## src/rtl/interrupt_controller.sv

```systemverilog
// Four-line priority interrupt controller handing one request at a time to the control unit.
// Define IRQ_EDGE_EN for edge-triggered pending bits; the default build uses level-mode pending.
module interrupt_controller #(
  parameter logic [31:0] VEC_BASE   = 32'h0000_0100,
  parameter int unsigned VEC_STRIDE = 16
) (
  input  logic        Clock,
  input  logic        Reset,
  input  logic [3:0]  IrqIn,
  input  logic        MaskWr,
  input  logic [3:0]  MaskData,
  input  logic        IntEnable,
  input  logic        IntAck,
  input  logic        IntDone,
  output logic        IntReq,
  output logic [1:0]  IntId,
  output logic [31:0] VectorAddr,
  output logic [3:0]  Pending,
  output logic [3:0]  MaskOut,
  output logic        InService
);

  // state      | meaning
  // ST_IDLE    | nothing requested; waiting for an eligible pending line
  // ST_REQ     | IntReq raised for line id_q, waiting for IntAck
  // ST_SERVICE | ISR for line id_q running, waiting for IntDone
  typedef enum logic [1:0] {ST_IDLE, ST_REQ, ST_SERVICE} state_t;

  state_t     state_q, state_d;
  logic [3:0] pending_q, pending_d;
  logic [3:0] mask_q, mask_d;
  logic [1:0] id_q, id_d;
  logic       int_req_q, int_req_d;
  logic       in_service_q, in_service_d;
  logic [3:0] eligible;
  logic [1:0] first_id;

  assign eligible = pending_q & mask_q & {4{IntEnable}};

  // Scan from the top so the lowest eligible index wins.
  always_comb begin
    first_id = 2'd0;
    for (int i = 3; i >= 0; i--) begin
      if (eligible[i]) first_id = 2'(i);
    end
  end

  always_comb begin
    state_d = state_q;
    id_d    = id_q;
    case (state_q)
      ST_IDLE: begin
        if (|eligible) begin
          state_d = ST_REQ;
          id_d    = first_id;
        end
      end
      ST_REQ: begin
        if (IntAck) begin
          state_d = ST_SERVICE;
        end else if (!IntEnable || !eligible[id_q]) begin
          state_d = ST_IDLE;
        end
      end
      ST_SERVICE: begin
        if (IntDone) state_d = ST_IDLE;
      end
      default: state_d = ST_IDLE;
    endcase
    int_req_d    = (state_d == ST_REQ);
    in_service_d = (state_d == ST_SERVICE);
  end

  always_comb begin
    mask_d = mask_q;
    if (MaskWr) mask_d = MaskData;
  end

`ifdef IRQ_EDGE_EN
  logic [3:0] irq_prev_q, irq_prev_d;
  logic [3:0] ack_clr;

  // A rising edge in the same cycle as the ack clear keeps the bit set.
  always_comb begin
    irq_prev_d = IrqIn;
    ack_clr    = '0;
    if (state_q == ST_REQ && IntAck) ack_clr = 4'b0001 << id_q;
    pending_d  = (pending_q & ~ack_clr) | (IrqIn & ~irq_prev_q);
  end

  always_ff @(posedge Clock) begin
    if (!Reset) irq_prev_q <= '0;
    else        irq_prev_q <= irq_prev_d;
  end
`else
  always_comb begin
    pending_d = IrqIn;
  end
`endif

  always_ff @(posedge Clock) begin
    if (!Reset) begin
      state_q      <= ST_IDLE;
      pending_q    <= '0;
      mask_q       <= 4'hF;
      id_q         <= '0;
      int_req_q    <= 1'b0;
      in_service_q <= 1'b0;
    end else begin
      state_q      <= state_d;
      pending_q    <= pending_d;
      mask_q       <= mask_d;
      id_q         <= id_d;
      int_req_q    <= int_req_d;
      in_service_q <= in_service_d;
    end
  end

  assign IntReq     = int_req_q;
  assign IntId      = id_q;
  assign Pending    = pending_q;
  assign MaskOut    = mask_q;
  assign InService  = in_service_q;
  assign VectorAddr = VEC_BASE + 32'(id_q) * 32'(VEC_STRIDE);

endmodule
```

## config.mk

```make
export PLATFORM = sky130hd
export DESIGN_NAME = interrupt_controller
export DESIGN_NICKNAME = d
export VERILOG_FILES = /design/src/rtl/interrupt_controller.sv
export SDC_FILE = /design/constraint.sdc
export NUM_CORES = 1
export LEC_CHECK = 0
export BUFFER_PORTS_ARGS = -buffer_cell sky130_fd_sc_hd__buf_2
export CORE_MARGIN = 2
export CORE_UTILIZATION = 35
export CTS_CLUSTER_SIZE = 8
export DETAILED_ROUTE_END_ITERATION = 8
export GPL_TIMING_DRIVEN = 0
export PLACE_DENSITY_LB_ADDON = 0.05
export SLEW_MARGIN = 20
export SYNTH_ARGS = -nofsm -noshare
export SYNTH_HDL_FRONTEND = slang
export SYNTH_SLANG_ARGS = --single-unit
```

## constraint.sdc

```tcl
create_clock -name Clock -period 1.15 [get_ports Clock]
set_clock_uncertainty 0.05 [all_clocks]
set_input_delay 0.0575 -clock Clock [delete_from_list [all_inputs] [get_ports Clock]]
set_output_delay 0.0575 -clock Clock [all_outputs]
set_load 0.01 [all_outputs]
```

Yosys cells after proc, flatten, opt, wreduce, memory -nomap -nowiden
Index checks and enable logic that the tools add are counted.
- bits in registers: 14
- bits in latches: 0
- RAM bits: 0
- memory bits (read-only): 0
- bits of input ports: 14
- output and inout port bits: 44
- word-level logic and storage cells: 31
- memories kept: 0
- $add $sub $neg: 1
- multipliers: 0
- divide/modulo/power cells: 0
- magnitude comparators: 1
- eq/ne operators: 4
- shifts and indexed selects: 0
- multiplexer cells: 11
- bitwise operators: 2
- reduce and logical (&&, ||, !) cells: 6
- operators with widths (cell ; count):
    $mux 2 ; 8
    $add 9x6->10 const A ; 1
    $and 4x4->4 ; 2
    $pmux 2 s3 ; 1
    $eq 2x1->1 const B ; 2
    $eq 2x2->1 const B ; 2
    $reduce_or 4->1 ; 1
    $lt 2x3->1 const B ; 1
    $bmux 1 s2 ; 1
    $logic_not 1->1 ; 2
    $logic_not 2->1 ; 1
    $reduce_and 2->1 ; 1
    $logic_or 1x1->1 ; 1
    $mux 1 ; 1

Depth between registers and ports, before layout
- depth after elaboration: 10
- gate-level depth with buffers: 4
- mapped depth without buffers: 4

Worst setup path before layout
Ideal clock, no wire load.
- path kind: reg2reg
- start: reg mask_q[3] (netlist: MaskOut[3])
- end: reg int_req_q (netlist: IntReq)
- library setup time: 0.092 ns
- arrival: 1.184 ns
- required time: 1.008 ns
- path slack: -0.176 ns
- stages on the path, launching flop included: 4
- path buffers: 0
- period minus slack after synthesis: 1.326 ns
- path through: dfxtp_1 nand2_1 mux4_2 o32ai_1
- longest elaborated chain between the ends: 10
- elaborated cells between the ends (all ways): 12
- classes of those cells: eq/ne (1); mux (6); bitwise (2); reduce/logical (3)
- RTL lines (element ; RTL line ; RTL):
    start, declared ; 31 ; logic [3:0] mask_q, mask_d;
    start signal, assigned ; 112 ; mask_q <= mask_d;
    $and 4x4->4 (*) (2 in a row) ; 38 ; assign eligible = pending_q & mask_q & {4{IntEnable}};
    $bmux 1 s2 ; 61 ; end else if (!IntEnable || !eligible[id_q]) begin
    $mux 1 (implied by the code) ; 61 ;
    $logic_not 1->1 ; 61 ;
    $logic_or 1x1->1 ; 61 ;
    $mux 2 ; 61 ;
    $mux 2 ; 59 ; if (IntAck) begin
    $pmux 2 s3 (*) ; 51 ; case (state_q)
    $eq 2x1->1 (*) ; 70 ; int_req_d = (state_d == ST_REQ);
    end signal, assigned ; 114 ; int_req_q <= int_req_d;
    end, declared ; 33 ; logic int_req_q, int_req_d;
Mark *: on every way between the ends. The rest lies on a longest branch, timed or not. The select of a mux whose other input is x is not followed.
A chain may end at the register's enable or synchronous reset.

Final worst setup path
- start: reg pending_q[2] (netlist: Pending[2])
- end: reg int_req_q (netlist: IntReq)
- longest elaborated chain between the ends: 10
- elaborated cells between the ends (all ways): 12
- classes of those cells: eq/ne (1); mux (6); bitwise (2); reduce/logical (3)
- RTL lines (element ; RTL line ; RTL):
    start, declared ; 30 ; logic [3:0] pending_q, pending_d;
    start signal, assigned ; 111 ; pending_q <= pending_d;
    $and 4x4->4 (*) (2 in a row) ; 38 ;
    $bmux 1 s2 ; 61 ;
    $mux 1 (implied by the code) ; 61 ;
    $logic_not 1->1 ; 61 ;
    $logic_or 1x1->1 ; 61 ;
    $mux 2 ; 61 ;
    $mux 2 ; 59 ;
    $pmux 2 s3 (*) ; 51 ;
    $eq 2x1->1 (*) ; 70 ;
Marks and branches as above.

==> results list <==
- Arr. time, crit path: 1.39 ns
- Reg-to-reg slack, setup: -0.10 ns
* Number of fill cells in the layout: 218
- Share of synthesized flip-flops with an asynchronous set or reset: 0%
- Setup violations remaining at the end of the flow were counted as 2.
- Net switching is 27.0% of the power.
* Post-synthesis xor/xnor area fraction: 0%
- Largest fanout on the critical path: 3
- In this run the deepest clock path goes through 2 buffers.
* Initial cell density of the core: between 30% and 40%
- Setup repair after global routing could not meet its margin everywhere.
- In this run, distinct cell masters in the synthesized netlist total 19.
- Antenna diodes: 0
* Die Outline Area: 2600 um^2
* Leading cell types in the layout, fill and taps excluded: sky130_fd_sc_hd__buf_4, sky130_fd_sc_hd__conb_1, sky130_fd_sc_hd__buf_2
- Share of post-route cells with drive strength above 1: 51.9%
* Dominant cells by area after synthesis: sky130_fd_sc_hd__dfxtp_1, sky130_fd_sc_hd__buf_4, sky130_fd_sc_hd__mux2i_1
* Clock tree from TritonCTS: done
- Antenna-violating nets left: 0
* Multiplexer fraction of the synthesized cell area: 9.39%
- Number of antenna violations at the first check in global routing: 0
* Failing checks: setup timing
- Combinational family with the most area after synthesis: buffers and inverters
* Quantity of I/O buffers inserted on ports: 26
- Number of vias after detailed routing: 674
* Post-layout net count: about 180
- Placement row count: 17
* Fin worst setup slack: -0.104 ns
* Static Leakage: 0.683 nW
- DRC violations left: 0
- Sum of negative setup slack: -0.188 ns
- For this run, the top clock speed supported by timing is between 700 and 800 MHz.
* Sw Pwr: 0.000301 W
- After routing the design area is 1240 um^2.
- The Yosys step of the flow raised 0 warnings.
- Sequential-to-total area share from yosys stat: 36.2%
- Hold-critical path depth: 3
- Worst hold path type: input pin to flip-flop
* Share of synthesized cell area in and, or, nand and nor gates: 14.4%
* Worst setup path category: flip-flop to flip-flop
- Fraction of synthesized cell area taken by the top area cell type: a little over a third
* Combinational cell fraction of total power: ~29%
- The worst setup path is captured at a flip-flop.
- The library cell used most frequently in the layout, excluding fill and tap cells, is sky130_fd_sc_hd__buf_4.
- Vias per Instance: between 3 and 4
* Instance area at placement: 1050 um^2
* Clock period minus worst slack: roughly 1.3 ns
- The floorplan step defined a core boundary enclosing 2150 um^2.
- Total gr overflow: 0
* Synth Area in Compound Gates: 6.47%
- Wire length per cell after detailed routing: around 8 um
- Required time of the critical path: 1.28 ns
- Startpoint Class: flip-flop
- Entering global routing, the biggest net connects 11 pins.
- A synthesized cell averages 8.79 um^2.
* Worst vdd ir: between 0.6 and 0.7 mV
- Result of the run: complete, but fails checks
- Max-cap violation count: 0
- Total power divided by cell area: 901 nW/um^2
* Instance count of the mapped netlist: 88
- Htree depth: 1
- The clock network accounts for 23.4% of the total power.
- Iteration-0 DRC Markers: 5
- The biggest area contributor in the post-synthesis netlist is sky130_fd_sc_hd__dfxtp_1.
- The HPWL after detailed placement is 1120 um.
- Slowest stage delay, CP: ~0.5 ns
* Sequential share of power: 47.8%
- Final Cycle Share: 109%
- In this run, synthesis produced a sequential element count of 14.
* Chip height: between 50 and 60 um
- Capturing point of the worst reg2reg path: IntReq
- The synthesized netlist devotes 0% of its cell area to adder and majority cells.
- The number of pins exceeding their max-slew limit in the final report was 0.
* Source-to-sink clock delay at the later pin of the worst-skew pair: between 0.2 and 0.3 ns
* Slowest cell on the critical path: sky130_fd_sc_hd__mux4_2
* Routability cong.: 0.643
- Walking the worst path, the cells encountered are nand2_2 -> mux4_2 -> o32ai_2.
- The via count of the first global-routing pass was 584.
- The worst register-to-register path begins at Pending[2].
- After clock tree synthesis, the clock-pin slew on the worst setup and hold paths is around 0.08 ns.
- Number of clock sinks: 14
- Detailed-routing iteration count for the pre-antenna-repair pass: 4
- In this run the count of I/O pins placed on the die edge is 58.
- R2r worst-path depth: 3
- Synth Flop Type: sky130_fd_sc_hd__dfxtp_1
- The first global-routing pass estimated 2440 um of wire.
- The floorplan step set the die width to 51 um.
* Final number of hold-violating endpoints: 0
- Internal: 0.000812 W
* Root Buffer: sky130_fd_sc_hd__clkbuf_4
* Mapped Area: roughly 770 um^2
* Number of enable flip-flop cells after synthesis: 0
- Worst hold path endpoint: state_q[0]
- Hold path start: Reset
- Total routed wirelength: 1510 um
- From synthesis to final layout, the design area changed by 59.9%.
- Global-route total usage across every layer: 12.6%
- Number of buffers created by CTS: 3
## metal layers
metal  part of all wire (%)  wire [um]  GRT usage [%]  vias to the layer above
li1                       -          -              -                      368
met1                     37        557           12.2                      277
met2                     53        804           24.0                       27
met3                    8.7        131           5.85                        2
met4                   0.86         13           2.70                        0
met5                      0          0              0                        -
## registers in the layout, summed over array words and instances (netlist names)
signal,flops
IntReq,1
state_q,2
InService,1
IntId,2
MaskOut,4
Pending,4
## worst max-delay path by stage
stage | startpoint | endpoint | slack [ns] | depth (start not counted)
2_1_floorplan | MaskOut[3] | IntReq | -0.07 | 3
3_3_place_gp | MaskOut[2] | IntReq | -0.1 | 3
3_5_place_dp | MaskOut[2] | state_q[0] | -0.13 | 3
4_1_cts | MaskOut[2] | state_q[0] | -0.1 | 3
5_1_grt | Pending[2] | IntReq | -0.14 | 3
6_report | Pending[2] | IntReq | -0.10 | 3
## power by group through the flow
| stage | clock (W) | combinational [W] | sequential [W] |
|---|---|---|---|
| detailed placement | 0 | 0.000259 | 0.000547 |
| CTS | 0.000284 | 0.000312 | 0.000532 |
| global placement | 0 | 0.000257 | 0.000546 |
| finish | 0.000261 | 0.000320 | 0.000532 |
| floorplan | 0 | 0.000190 | 0.000555 |
| global route | 0.000301 | 0.000355 | 0.000536 |
## critical path, delay by kind of cell, from the launching register on
kind             cells  cell delay, ns
multiplexers         1            0.50
flip-flops           1            0.34
AND/OR/NAND/NOR      1            0.06
AO/OA/AOI/OAI        1            0.22
## repair_timing
item                                   CTS  global route
hold buffers                             9             0
endpoints found under the hold margin    9             0
pin swaps                                0             0
gates resized for setup                  6             0
setup endpoints to repair                3             4
buffers inserted                         5             1
## Yosys cell counts (2+ instances only)
| cell type | instances |
|---|---|
| sky130_fd_sc_hd__and2_1 | 4 |
| sky130_fd_sc_hd__conb_1 | 2 |
| sky130_fd_sc_hd__nand2_1 | 11 |
| sky130_fd_sc_hd__clkbuf_1 | 2 |
| sky130_fd_sc_hd__o32ai_1 | 2 |
| sky130_fd_sc_hd__dfxtp_1 | 14 |
| sky130_fd_sc_hd__mux2i_1 | 5 |
| sky130_fd_sc_hd__buf_4 | 32 |
| sky130_fd_sc_hd__a21oi_1 | 2 |
| sky130_fd_sc_hd__nor2_1 | 5 |
## final cells by class
cell class                      instances  area, um^2  share of cell area (%)
Tap cell                               28        35.0                    2.83
Inverter                                1        3.75                   0.304
Multi-Input combinational cell         67         370                    30.0
Buffer                                 34         248                    20.0
Timing Repair Buffer                   41         265                    21.5
Clock buffer                            3        22.5                    1.82
Sequential cell                        14         292                    23.6
## metrics by stage
stage                     util (%)  hold slack [ns]  setup slack (ns)  std cells  total power (W)
after floorplan                  -            0.135           -0.0681        116         0.000746
after global placement        49.1            0.213           -0.0987        170         0.000803
final                         57.5           0.0676            -0.104        188          0.00111
after detailed placement      49.1            0.219            -0.126        170         0.000806
after global routing          57.5            0.103            -0.140        188          0.00119
after CTS                     57.2           0.0546           -0.0979        187          0.00113
## cell families after synthesis
logic type,Yosys count
AO/OA/AOI/OAI,7
buffers and inverters,35
flip-flops,14
multiplexers,6
other,2
AND/OR/NAND/NOR,24
Note: power is estimated with default switching activity, not from simulation.
